**src/rtl/ball_collision_det.sv**
```systemverilog
// ball_collision_det: paddle-contact level for the x motion generator, plus wall misses and scores.
// Define BALL_COLLISION_SCORE_EN to build the wall-miss pulses and score counters.
module ball_collision_det #(
    parameter int BALL_R      = 10,
    parameter int PAD_W       = 10,
    parameter int PAD_H       = 80,
    parameter int LEFT_PAD_X  = 40,
    parameter int RIGHT_PAD_X = 974,
    parameter int SCREEN_W    = 1024,
    parameter int SCORE_MAX   = 9
) (
    input  logic        pclk,
    input  logic        reset,
    input  logic [11:0] x_pos,
    input  logic [11:0] y_pos,
    input  logic [11:0] pad_l_y,
    input  logic [11:0] pad_r_y,
    output logic        collision_det,
    output logic        hit_side,
    output logic        miss_l,
    output logic        miss_r,
    output logic [3:0]  score_l,
    output logic [3:0]  score_r
);
    localparam logic [12:0] C_R   = 13'(BALL_R);
    localparam logic [12:0] C_OV  = 13'(PAD_H - 1 + BALL_R);
    localparam logic [12:0] C_LLO = 13'(LEFT_PAD_X + BALL_R);
    localparam logic [12:0] C_LHI = 13'(LEFT_PAD_X + PAD_W - 1 + BALL_R);
    localparam logic [12:0] C_RLO = 13'(RIGHT_PAD_X - BALL_R);
    localparam logic [12:0] C_RHI = 13'(RIGHT_PAD_X + PAD_W - 1 - BALL_R);

    typedef enum logic [1:0] {IDLE, HIT, RELEASE} state_t;

    state_t      r_state, w_next;
    logic [11:0] r_x, r_y, r_pl, r_pr, r_x2, r_x_hit;
    logic        r_hit_l, r_hit_r, r_hit_side;
    logic [12:0] w_x, w_y, w_pl, w_pr;
    logic        w_hit_l, w_hit_r;

    assign w_x  = {1'b0, r_x};
    assign w_y  = {1'b0, r_y};
    assign w_pl = {1'b0, r_pl};
    assign w_pr = {1'b0, r_pr};
    assign w_hit_l = (w_y + C_R >= w_pl) && (w_y <= w_pl + C_OV) && (w_x >= C_LLO) && (w_x <= C_LHI);
    assign w_hit_r = (w_y + C_R >= w_pr) && (w_y <= w_pr + C_OV) && (w_x >= C_RLO) && (w_x <= C_RHI);

    always_ff @(posedge pclk) begin
        if (!reset) begin
            r_x     <= '0;
            r_y     <= '0;
            r_pl    <= '0;
            r_pr    <= '0;
            r_x2    <= '0;
            r_hit_l <= 1'b0;
            r_hit_r <= 1'b0;
        end else begin
            r_x     <= x_pos;
            r_y     <= y_pos;
            r_pl    <= pad_l_y;
            r_pr    <= pad_r_y;
            r_x2    <= r_x;
            r_hit_l <= w_hit_l;
            r_hit_r <= w_hit_r;
        end
    end

    // r_x2 is the x that produced the current flags, so the hit latch and release compare share one time base
    always_ff @(posedge pclk) begin
        if (!reset) begin
            r_state    <= IDLE;
            r_x_hit    <= '0;
            r_hit_side <= 1'b0;
        end else begin
            r_state <= w_next;
            if (r_state == IDLE && (r_hit_l || r_hit_r)) begin
                r_x_hit    <= r_x2;
                r_hit_side <= !r_hit_l;
            end
        end
    end

    always_comb begin
        w_next = r_state;
        case (r_state)
            IDLE:    w_next = (r_hit_l || r_hit_r) ? HIT : IDLE;
            HIT:     w_next = (r_x2 != r_x_hit) ? RELEASE : HIT;
            RELEASE: w_next = (r_hit_side ? r_hit_r : r_hit_l) ? RELEASE : IDLE;
            default: w_next = IDLE;
        endcase
    end

    always_comb begin
        collision_det = (r_state == HIT);
        hit_side      = r_hit_side;
    end

`ifdef BALL_COLLISION_SCORE_EN
    logic       r_wall_l, r_wall_r, r_wall_l_q, r_wall_r_q, r_miss_l, r_miss_r;
    logic [3:0] r_score_l, r_score_r;
    logic       w_rise_l, w_rise_r;

    assign w_rise_l = r_wall_l && !r_wall_l_q;
    assign w_rise_r = r_wall_r && !r_wall_r_q;

    always_ff @(posedge pclk) begin
        if (!reset) begin
            r_wall_l   <= 1'b0;
            r_wall_r   <= 1'b0;
            r_wall_l_q <= 1'b0;
            r_wall_r_q <= 1'b0;
            r_miss_l   <= 1'b0;
            r_miss_r   <= 1'b0;
            r_score_l  <= '0;
            r_score_r  <= '0;
        end else begin
            r_wall_l   <= (w_x == C_R);
            r_wall_r   <= (w_x + C_R == 13'(SCREEN_W - 1));
            r_wall_l_q <= r_wall_l;
            r_wall_r_q <= r_wall_r;
            r_miss_l   <= w_rise_l;
            r_miss_r   <= w_rise_r;
            if (w_rise_l && r_score_r != 4'(SCORE_MAX))
                r_score_r <= r_score_r + 4'd1;
            if (w_rise_r && r_score_l != 4'(SCORE_MAX))
                r_score_l <= r_score_l + 4'd1;
        end
    end

    assign miss_l  = r_miss_l;
    assign miss_r  = r_miss_r;
    assign score_l = r_score_l;
    assign score_r = r_score_r;
`else
    assign miss_l  = 1'b0;
    assign miss_r  = 1'b0;
    assign score_l = '0;
    assign score_r = '0;
`endif
endmodule
```
**config.mk**
```make
export PLATFORM = sky130hd
export DESIGN_NAME = ball_collision_det
export DESIGN_NICKNAME = d
export VERILOG_FILES = /design/src/rtl/ball_collision_det.sv
export SDC_FILE = /design/constraint.sdc
export NUM_CORES = 1
export LEC_CHECK = 0
export BUFFER_PORTS_ARGS = -buffer_cell sky130_fd_sc_hd__buf_2
export CORE_MARGIN = 2
export CORE_UTILIZATION = 61
export DETAILED_ROUTE_END_ITERATION = 10
export GPL_TIMING_DRIVEN = 0
export HOLD_SLACK_MARGIN = 0.12
export PLACE_DENSITY = 0.85
export SKIP_CTS_REPAIR_TIMING = 1
export SYNTH_ARGS = -nofsm -noshare
export SYNTH_HDL_FRONTEND = slang
export SYNTH_SLANG_ARGS = --single-unit
```
**constraint.sdc**
```tcl
create_clock -name pclk -period 8 [get_ports pclk]
set_input_delay 1.2 -clock pclk [delete_from_list [all_inputs] [get_ports pclk]]
set_output_delay 1.2 -clock pclk [all_outputs]
set_load 0.1 [all_outputs]
```
==> flow_summary.yaml <==
routing:
  wirelength_um: 8120
  drc: 0
  route.detailed.wl_per_inst_um: 13.9
  viasPerCell: 5.31
  first_pass_iters: 4
  postRouteAntennaNets: 0
  drtIter0Drc: 119
  dr_total_vias: 3109
worst_setup_path:
  slowest_stage: "or4_1"
  path_cells: "ha_1 -> a211o_1 -> a21oi_1 -> nor4_1 -> xnor2_1 -> ha_1 -> nand3_1 -> or4_1 -> o31ai_1 -> a31oi_1 -> a311oi_1"
  cp-end-kind: "flip-flop"
  path_buf_inv: 0
  worstSetupStartpointType: "flip-flop"
  max_stage_delay_ns: 0.51
  crit_fanout: 4
  worstPathArrival_ns: 3.19
  crit_required_ns: 8.23
  path_class: "reg -> reg"
  crit_path_frequent_cell: "ha_1"
  crit_family: "compound AO/OA/AOI/OAI gates"
timing:
  setup_viol: 0
  rsz0062_at_grt: "no"
  max_freq_mhz: 338
  slew_headroom_pct: 59.0
  post-route-period-util_pct: 36.9
  drv_slew: 0
  finClkSkew_ns: 0.00640
  whs_ns: 0.450
  finalWorstSetupSlack_ns: 5.04
  worst_slew_pin_slew_ns: 0.607
  final.setup.tns_ns: 0
  hold_viol: 0
  layout_min_cycle_time_ns: 2.96
final_layout:
  nFillCells: 485
  multi_input_area_um2: 2380
  num_antenna_cells: 0
  drive_above_1_share_pct: 15.7
  register_area_um2: 1540
  layout.nets: 604
  stdcell_count: 585
  synthToLayoutAreaGrowth_pct: 13.7
synthesis:
  avgSynthCellArea_um2: 9.51
  synth.area.mux_share_pct: 3.17
  synth_most_common_cell: "dfxtp_1"
  synth_top_cell_area_share_pct: 37.5
  synth_cells: 432
  synth.area.top_cells: "dfxtp_1 (38%), ha_1 (16%), and2_1 (9.1%)"
  synth_area_um2: 4110
  synth_top_family_by_area: "simple AND/OR/NAND/NOR gates"
  synthXorXnorAreaFrac_pct: 8.74
  synth_area_leader_cell: "dfxtp_1"
  synth_cell_type_count: 42
  yosys.area_share.simple_pct: 20.6
  synth-seq-area-share_pct: 37.5
  synth_ff_type: "dfxtp_1"
  yosys.area_share.adder_pct: 15.5
  synth-seq-cells: 77
  synth_compound_area_share_pct: 8.96
  ys_top_cells_by_count: "dfxtp_1 (77), and2_1 (60), ha_1 (51)"
  synth-async-reset-ratio_pct: 0
  synth_edf_count: 0
  yosys_warnings: 0
power:
  peakVddDrop_v: 0.000119
  pwr-share-seq_pct: 50.6
  power.total_mw: 0.822
  internal_power_mw: 0.577
  power_frac_clock_pct: 32.4
  power.density_nw_per_um2: 176
  power.leakage_nw: 2.03
  p_sw_mw: 0.244
  comb_power_share_pct: 17.0
  swShare_pct: 29.7
die:
  row_count: 29
  initial_core_util_pct: 64.0
  core_um2: 6420
  ioPinCount: 62
  die_h_um: 86.1
  dieArea_um2: 7410
  fp.dieW_um: 86.1
place:
  post-place-cells: 569
  place_ws_ns: 5.08
  gp_congestion: 0.865
  hpwl_um: 6350
  portBuffers: 51
flow_run:
  maxCapViolations: 0
clock_network:
  cts_tree: "done"
  cts_inserted_buffers: 9
  cts-root-buf: "clkbuf_8"
  cts_htree_levels: 3
  clock-sinks: 77
  clock_latency_ns: 0.36
  clk_pin_slew_worst_paths_ns: 0.08
  cts.path.max_buffers: 2
global_route:
  grt_pass1_wl_um: 13600
  grt_max_degree: 16
  grt_pass1_vias: 3123
  antenna_found_initial: 0
  overflow: 0
  grt_usage_pct: 23.4
worst_hold_path:
  min-delay-path-class: "reg -> reg"
outcome:
  status: "complete, no violations"
power groups by stage:
| stage | registers, mW | clock network [mW] | logic, mW |
|---|---|---|---|
| after global placement | 0.424 | 0 | 0.131 |
| after floorplan | 0.419 | 0 | 0.107 |
| final | 0.416 | 0.266 | 0.139 |
| after detailed placement | 0.424 | 0 | 0.137 |
| after global routing | 0.418 | 0.288 | 0.156 |
| after CTS | 0.415 | 0.273 | 0.139 |
state kept, by name, summed over array words and instances (netlist names):
register,flops
r_pl,12
r_pr,12
r_x2,12
r_x,12
r_x_hit,12
r_y,12
r_state,2
hit_side,1
r_hit_l,1
r_hit_r,1
path summary, 6_finish.rpt:
kind / cells after the start / startpoint / slack, ns / to
setup / recovery: 11 / r_pr[0] / 5.04 / r_hit_r
setup reg to reg: 11 / r_pr[0] / 5.04 / r_hit_r
hold reg to reg: 1 / r_x[0] / 0.45 / r_x2[0]
hold / removal: 1 / r_x[0] / 0.45 / r_x2[0]
per-layer routing:
| layer | track usage [%] | up-vias | share of wire (%) |
|---|---|---|---|
| li1 | - | 1602 | - |
| met1 | 28.5 | 1404 | 46 |
| met2 | 40.0 | 89 | 46 |
| met3 | 6.45 | 14 | 6.0 |
| met4 | 7.65 | 0 | 1.5 |
| met5 | 0 | - | 0 |
stage by stage:
stage                     cell area, µm²  utilization [%]
after global placement              4490             70.0
after CTS                           4670             72.7
after detailed placement            4490             70.0
after floorplan                     4140                -
final                               4670             72.7
after global routing                4670             72.7
cells in the final DEF (no fill, tap or decap), types with 9 or more instances in the layout:
master    Yosys  layout
a21oi_1      22      22
and2_1       60      60
buf_2         0      51
buf_4        11      11
clkbuf_8      0       9
conb_1        1      10
dfxtp_1      77      77
ha_1         51      51
inv_1        29      29
mux2i_1      13      13
nand2_1      12      12
nand3_1      14      14
nand4_1      12      12
nor2_1       11      11
nor2b_1      19      19
xnor2_1      40      40
layout make-up:
cell class / instances / area share, %
multi-input combinational: 316 / 50.9
sequential: 77 / 33.0
timing repair buffer: 51 / 5.46
clock buffer: 9 / 2.65
buffer: 19 / 2.41
inverter: 29 / 2.33
tap: 77 / 2.06
clock inverter: 7 / 1.18
cells by family (layout without fill, tap and decap cells):
| family | Yosys count | after routing |
|---|---|---|
| and+or+nand+nor | 146 | 146 |
| DFF | 77 | 77 |
| AOI/OAI and AO/OA | 55 | 55 |
| adders and majority gates | 51 | 51 |
| buffers and inverters | 48 | 115 |
| xor gates and xnor gates | 41 | 41 |
| muxes | 13 | 13 |
| other | 1 | 10 |
Note: power is estimated with default switching activity, not from simulation.
